`src/rtl/mem_burst_master_if.sv`:
```
// Command, write-stream, read-stream and scratch-memory signals of mem_burst_master.
// The master modport is the controller's view; slave is the environment's view.
interface mem_burst_master_if #(
  parameter int ADDR_W = 5,
  parameter int DATA_W = 8
);
  logic              cmd_valid;
  logic              cmd_ready;
  logic              cmd_write;
  logic [ADDR_W-1:0] cmd_addr;
  logic [ADDR_W-1:0] cmd_len;
  logic              wr_valid;
  logic              wr_ready;
  logic [DATA_W-1:0] wr_data;
  logic              rd_valid;
  logic              rd_ready;
  logic [DATA_W-1:0] rd_data;
  logic              busy;
  logic              done;
  logic              mem_read;
  logic              mem_write;
  logic [ADDR_W-1:0] mem_addr;
  logic [DATA_W-1:0] mem_wdata;
  logic [DATA_W-1:0] mem_rdata;

  modport master (
    input  cmd_valid, cmd_write, cmd_addr, cmd_len, wr_valid, wr_data, rd_ready, mem_rdata,
    output cmd_ready, wr_ready, rd_valid, rd_data, busy, done, mem_read, mem_write, mem_addr, mem_wdata
  );

  modport slave (
    output cmd_valid, cmd_write, cmd_addr, cmd_len, wr_valid, wr_data, rd_ready, mem_rdata,
    input  cmd_ready, wr_ready, rd_valid, rd_data, busy, done, mem_read, mem_write, mem_addr, mem_wdata
  );
endinterface

```
`src/rtl/mem_burst_master.sv`:
```
// Burst controller for the 32x8 scratch memory: streams write beats in and read
// beats out, absorbing the one-cycle read latency with a 2-entry buffer.
module mem_burst_master #(
  parameter int ADDR_W = 5,
  parameter int DATA_W = 8
) (
  input  logic             clk,
  input  logic             rst,
  mem_burst_master_if.master bus
);

  localparam logic [1:0] IDLE = 2'd0;
  localparam logic [1:0] WR   = 2'd1;
  localparam logic [1:0] RD   = 2'd2;

  logic [1:0]        state;
  logic [ADDR_W-1:0] cur_addr;
  logic [ADDR_W-1:0] addr_q;
  logic [DATA_W-1:0] wdata_q;
  logic [ADDR_W:0]   beats;
  logic              inflight;
  logic              done_q;
  logic [DATA_W-1:0] fifo [2];
  logic              wp;
  logic              rp;
  logic [1:0]        count;

  logic              wr_hs;
  logic              pop;
  logic              rd_issue;
  logic              last_rd;
  logic [2:0]        occ;

  always_comb begin
    wr_hs    = (state == WR) && bus.wr_valid;
    pop      = (count != 2'd0) && bus.rd_ready;
    // Buffer slots still claimed after this cycle's pop; keep at most two.
    occ      = {1'b0, count} + {2'b0, inflight} - {2'b0, pop};
    rd_issue = (state == RD) && (beats != '0) && (occ < 3'd2);
    last_rd  = (state == RD) && pop && (count == 2'd1) && !inflight && (beats == '0);
  end

  always_ff @(posedge clk or posedge rst) begin
    if (rst) begin
      state    <= IDLE;
      cur_addr <= '0;
      addr_q   <= '0;
      wdata_q  <= '0;
      beats    <= '0;
      inflight <= 1'b0;
      done_q   <= 1'b0;
      fifo     <= '{default: '0};
      wp       <= 1'b0;
      rp       <= 1'b0;
      count    <= '0;
    end else begin
      done_q <= 1'b0;
      case (state)
        IDLE: begin
          if (bus.cmd_valid) begin
            cur_addr <= bus.cmd_addr;
            beats    <= {1'b0, bus.cmd_len} + (ADDR_W+1)'(1);
            state    <= bus.cmd_write ? WR : RD;
          end
        end
        WR: begin
          if (wr_hs) begin
            cur_addr <= cur_addr + ADDR_W'(1);
            beats    <= beats - (ADDR_W+1)'(1);
            addr_q   <= cur_addr;
            wdata_q  <= bus.wr_data;
            if (beats == (ADDR_W+1)'(1)) begin
              state  <= IDLE;
              done_q <= 1'b1;
            end
          end
        end
        RD: begin
          if (rd_issue) begin
            cur_addr <= cur_addr + ADDR_W'(1);
            beats    <= beats - (ADDR_W+1)'(1);
            addr_q   <= cur_addr;
          end
          if (last_rd) begin
            state  <= IDLE;
            done_q <= 1'b1;
          end
        end
        default: state <= IDLE;
      endcase

      inflight <= rd_issue;
      if (inflight) begin
        fifo[wp] <= bus.mem_rdata;
        wp       <= ~wp;
      end
      if (pop) rp <= ~rp;
      count <= count + {1'b0, inflight} - {1'b0, pop};
    end
  end

  // Address and write data follow the live values only while a strobe is up.
  assign bus.mem_write = wr_hs;
  assign bus.mem_read  = rd_issue;
  assign bus.mem_addr  = (wr_hs || rd_issue) ? cur_addr : addr_q;
  assign bus.mem_wdata = wr_hs ? bus.wr_data : wdata_q;

  assign bus.cmd_ready = (state == IDLE);
  assign bus.wr_ready  = (state == WR);
  assign bus.rd_valid  = (count != 2'd0);
  assign bus.rd_data   = fifo[rp];
  assign bus.busy      = (state != IDLE);
  assign bus.done      = done_q;

endmodule

```
`src/flat_wrapper.sv`:
```
// flat-port wrapper written by rule: the top's interface ports become plain ports
module mem_burst_master_flat 
#(
  parameter int ADDR_W = 5,
  parameter int DATA_W = 8
)
  (clk, rst, bus_cmd_valid, bus_cmd_write, bus_cmd_addr, bus_cmd_len, bus_wr_valid, bus_wr_data, bus_rd_ready, bus_mem_rdata, bus_cmd_ready, bus_wr_ready, bus_rd_valid, bus_rd_data, bus_busy, bus_done, bus_mem_read, bus_mem_write, bus_mem_addr, bus_mem_wdata);
  mem_burst_master_if #(.ADDR_W(ADDR_W), .DATA_W(DATA_W)) bus_i ();
  input  logic clk;
  input  logic rst;
  input wire logic [$bits(bus_i.cmd_valid)-1:0] bus_cmd_valid;
  input wire logic [$bits(bus_i.cmd_write)-1:0] bus_cmd_write;
  input wire logic [$bits(bus_i.cmd_addr)-1:0] bus_cmd_addr;
  input wire logic [$bits(bus_i.cmd_len)-1:0] bus_cmd_len;
  input wire logic [$bits(bus_i.wr_valid)-1:0] bus_wr_valid;
  input wire logic [$bits(bus_i.wr_data)-1:0] bus_wr_data;
  input wire logic [$bits(bus_i.rd_ready)-1:0] bus_rd_ready;
  input wire logic [$bits(bus_i.mem_rdata)-1:0] bus_mem_rdata;
  output wire logic [$bits(bus_i.cmd_ready)-1:0] bus_cmd_ready;
  output wire logic [$bits(bus_i.wr_ready)-1:0] bus_wr_ready;
  output wire logic [$bits(bus_i.rd_valid)-1:0] bus_rd_valid;
  output wire logic [$bits(bus_i.rd_data)-1:0] bus_rd_data;
  output wire logic [$bits(bus_i.busy)-1:0] bus_busy;
  output wire logic [$bits(bus_i.done)-1:0] bus_done;
  output wire logic [$bits(bus_i.mem_read)-1:0] bus_mem_read;
  output wire logic [$bits(bus_i.mem_write)-1:0] bus_mem_write;
  output wire logic [$bits(bus_i.mem_addr)-1:0] bus_mem_addr;
  output wire logic [$bits(bus_i.mem_wdata)-1:0] bus_mem_wdata;
  assign bus_i.cmd_valid = bus_cmd_valid;
  assign bus_i.cmd_write = bus_cmd_write;
  assign bus_i.cmd_addr = bus_cmd_addr;
  assign bus_i.cmd_len = bus_cmd_len;
  assign bus_i.wr_valid = bus_wr_valid;
  assign bus_i.wr_data = bus_wr_data;
  assign bus_i.rd_ready = bus_rd_ready;
  assign bus_i.mem_rdata = bus_mem_rdata;
  assign bus_cmd_ready = bus_i.cmd_ready;
  assign bus_wr_ready = bus_i.wr_ready;
  assign bus_rd_valid = bus_i.rd_valid;
  assign bus_rd_data = bus_i.rd_data;
  assign bus_busy = bus_i.busy;
  assign bus_done = bus_i.done;
  assign bus_mem_read = bus_i.mem_read;
  assign bus_mem_write = bus_i.mem_write;
  assign bus_mem_addr = bus_i.mem_addr;
  assign bus_mem_wdata = bus_i.mem_wdata;
  mem_burst_master #(.ADDR_W(ADDR_W), .DATA_W(DATA_W)) u_core (.clk(clk), .rst(rst), .bus(bus_i));
endmodule
```
`config.mk`:
```
export PLATFORM = sky130hd
export DESIGN_NAME = mem_burst_master_flat
export DESIGN_NICKNAME = d
export VERILOG_FILES = /design/src/rtl/mem_burst_master_if.sv /design/src/rtl/mem_burst_master.sv /design/src/flat_wrapper.sv
export SDC_FILE = /design/constraint.sdc
export NUM_CORES = 1
export LEC_CHECK = 0
export ABC_AREA = 1
export BUFFER_PORTS_ARGS = -buffer_cell sky130_fd_sc_hd__buf_2
export CAP_MARGIN = 20
export CORE_MARGIN = 5
export CORE_UTILIZATION = 45
export CTS_CLUSTER_DIAMETER = 60
export DETAILED_ROUTE_END_ITERATION = 10
export PLACE_DENSITY_LB_ADDON = 0.12
export SYNTH_ARGS = -nofsm -noshare
export SYNTH_HDL_FRONTEND = slang
export SYNTH_SLANG_ARGS = --single-unit
```
`constraint.sdc`:
```
create_clock -name clk -period 5.3 [get_ports clk]
set_input_delay 0.265 -clock clk [delete_from_list [all_inputs] [get_ports clk]]
set_output_delay 0.265 -clock clk [all_outputs]
set_load 0.1 [all_outputs]
```
==> run summary <==
### Critical path
- Max Fanout on Critical Path: 7
- worst reg2reg startpoint: u_core.count[0]
- Worst Setup Start Kind: register
- number of cells on the critical path: 15
- worst setup path category: register to output pin
- library cell contributing the largest single delay on the critical path: sky130_fd_sc_hd__fa_1
- crit path from: u_core.count[0]
- Crit path max-delay family: simple AND/OR/NAND/NOR gates
- count of buffering cells on the critical path with inverters included: 3
- cell with the most instances on the worst path: sky130_fd_sc_hd__nand2_1
- Req. time, crit path: 5.04 ns
- largest stage delay on the critical path: 0.53 ns
- endpoint arrival time on the critical path: 3.23 ns
- cell-by-cell trace of the critical path: or2_2, nand2_1, xor2_1, ha_1, inv_1, fa_1, nand2_1, inv_1, nand2_1, nor2_2, nand2_2, nand2_1, nor2_1, a21oi_1, buf_2
- number of cell instances on the worst register-to-register path: 15
- sort of element at the end of the critical path: output pin

### Outcome
- failing checks: negative hold slack
- result of the run: finished with violations

### Yosys
- combined area of all synthesized cells: 2604 sq um
- biggest area contributors in the synthesized netlist: sky130_fd_sc_hd__dfrtp_1 46%, sky130_fd_sc_hd__nand2_1 23%, sky130_fd_sc_hd__nand3_1 6.3%
- fraction of registers with async set/reset: 100.0%
- count of different cell masters after synthesis: 25
- synthesized instance count: 350
- post-synth top area share: 46.13%
- number of warnings printed during yosys synthesis: 0
- count of flip-flops with a built-in enable after synthesis: 0
- share of the yosys chip area belonging to registers: 46.13%
- flip-flop and latch count after synthesis: 48
- most common cell in the netlist: sky130_fd_sc_hd__nand2_1
- Most used DFF post-synth: sky130_fd_sc_hd__dfrtp_1
- most numerous cell types in the synthesized netlist: 158 x sky130_fd_sc_hd__nand2_1, 48 x sky130_fd_sc_hd__dfrtp_1, 33 x sky130_fd_sc_hd__nand3_1
- mean cell area of the mapped netlist: 7.439 sq um
- Syn Nets: 392
- post-synth top area cell: sky130_fd_sc_hd__dfrtp_1

### Clock network
- number of buffers created by CTS: 5
- clock tree from TritonCTS: built
- clock slew at reported path FFs: 0.09 ns
- CTS Buffer Depth: 2
- hold buffer count at cts: 0
- clock latency at the later pin of the worst-skew pair: 0.30 ns
- htree depth: 2
- clock sinks: 48
- root cell of the clock tree: sky130_fd_sc_hd__clkbuf_8
- Setup Buffers After CTS: 0
- count of cells resized by post-cts repair: 0

### Drt
- Final ANT Viol Nets: 0
- DRC violations left: 0
- number of vias per cell: 4.794
- per-cell routed wire length: 11.93 um
- Total Wirelength: 5724 um
- DR vias: 2301
- DRT Pass-1 Iters: 4
- number of DRC markers after the initial detailed-route iteration: 66

### STA
- Final Skew: 0.005703 ns
- maximum achievable frequency: 286.2 MHz
- worst slew margin relative to its limit: 66.08%
- hold violation total from the final report: 22
- min cycle time layout: 3.494 ns
- Slew Viols, Final: 0
- setup repair after global routing missed its margin: no
- Setup TNS: 0 ns
- measured slew at the worst slew-check pin: 0.5081 ns
- share of the clock period used by the worst path after layout: 65.93%
- final number of setup-violating endpoints: 0
- hold slack: -0.01296 ns
- least setup slack across all paths after layout: 1.806 ns

### Floorplan
- number of cell rows: 27
- Starting Density: 46.71%
- overall die area: 7407 sq um
- Die X: 86.07 um
- I/O pin total: 60
- Placeable Area: 5574 sq um
- die height: 86.07 um

### Place
- last weighted congestion value of the routability-driven placer: 0.8155
- HPWL after detailed placement: 4223 um
- buffers added on ports: 59
- Worst Setup Slack post-DPL: 2.125 ns

### Cells and area
- count of nets after finishing: 449
- fraction of layout instances using a drive strength above 1: 19.12%
- antenna cell count: 0
- area growth from synthesis to layout: 17.16%

### Global route
- via count of the first global-routing pass: 2199
- total track usage: 16.38%
- initial antenna violation count: 0
- maximum number of pins on one net before global-route repair: 49
- wire length of the first global-routing pass: 9839 um
- total congestion overflow after global routing: 0

### Flow run
- total of max-cap violations: 0

### Hold path
- kind of path behind the tightest hold check: input port to asynchronous set/reset pin

final timing paths:
path / end / slack [ns]
min reg2reg: u_core.addr_q[4] / 0.48
max: bus_mem_addr[4] / 1.81
min in group clk: u_core.wdata_q[2] / 0.18
max reg2reg: u_core.beats[5] / 2.51
min: u_core.wdata_q[1] / -0.01
max in group asynchronous: u_core.beats[5] / 4.80
area by class of cell:
class / instances / area (sq um)
timing repair buffer: 60 / 315.3
sequential: 48 / 1201
multi-input combinational: 260 / 1227
inverter: 32 / 120.1
clock inverter: 2 / 13.76
clock buffer: 6 / 82.58
tap: 72 / 90.09
fill: 580 / 2524
through the flow:
step,instances,util [%],hold WS [ns],instance area [sq um]
finish,480,54.73,-0.01296,3050
detailed placement,471,52.64,0.4641,2934
floorplan,350,-,0.3932,2604
CTS,479,54.37,0.1683,3030
global route,480,54.73,0.01551,3050
global placement,471,52.64,0.4566,2934
registers in the layout, summed over array words and instances, names as in the netlist:
signal           count
u_core.addr_q        5
u_core.beats         6
u_core.bus.done      1
u_core.count         2
u_core.cur_addr      5
u_core.fifo         16
u_core.inflight      1
u_core.rp            1
u_core.state         2
u_core.wdata_q       8
u_core.wp            1
kinds of logic after synthesis:
family | after synthesis | share of synthesized area [%]
xor+xnor | 5 | 1.682
simple gates | 217 | 34.79
fa+ha+maj | 10 | 5.094
buf+inv | 42 | 6.728
flops | 48 | 46.13
compound gates | 28 | 5.574
per-layer routing:
layer | track usage, % | wire (um)
met1 | 21.53 | 2650
met2 | 27.54 | 2735
met3 | 3.458 | 276
met4 | 3.885 | 61
met5 | 0 | 0
cells in the final DEF (no fill, tap or decap), types with 2 or more instances in the layout:
master	netlist	final
sky130_fd_sc_hd__nand2_2	2	2
sky130_fd_sc_hd__xor2_1	3	3
sky130_fd_sc_hd__inv_2	2	3
sky130_fd_sc_hd__inv_1	28	27
sky130_fd_sc_hd__a21oi_1	5	5
sky130_fd_sc_hd__nand2_1	158	158
sky130_fd_sc_hd__o21ai_0	21	21
sky130_fd_sc_hd__clkbuf_8	0	6
sky130_fd_sc_hd__nand4_1	7	7
sky130_fd_sc_hd__nand3_1	33	33
sky130_fd_sc_hd__nand3b_1	2	2
sky130_fd_sc_hd__buf_2	2	59
sky130_fd_sc_hd__dfrtp_1	48	48
sky130_fd_sc_hd__nor2_1	9	9
sky130_fd_sc_hd__nor2_2	2	2
sky130_fd_sc_hd__or2_2	2	2
sky130_fd_sc_hd__clkinv_1	2	2
sky130_fd_sc_hd__xnor2_1	2	2
sky130_fd_sc_hd__ha_1	9	9
Power is not shown: default switching activity piles up to over one toggle a cycle in this logic, so the estimate is an artifact.
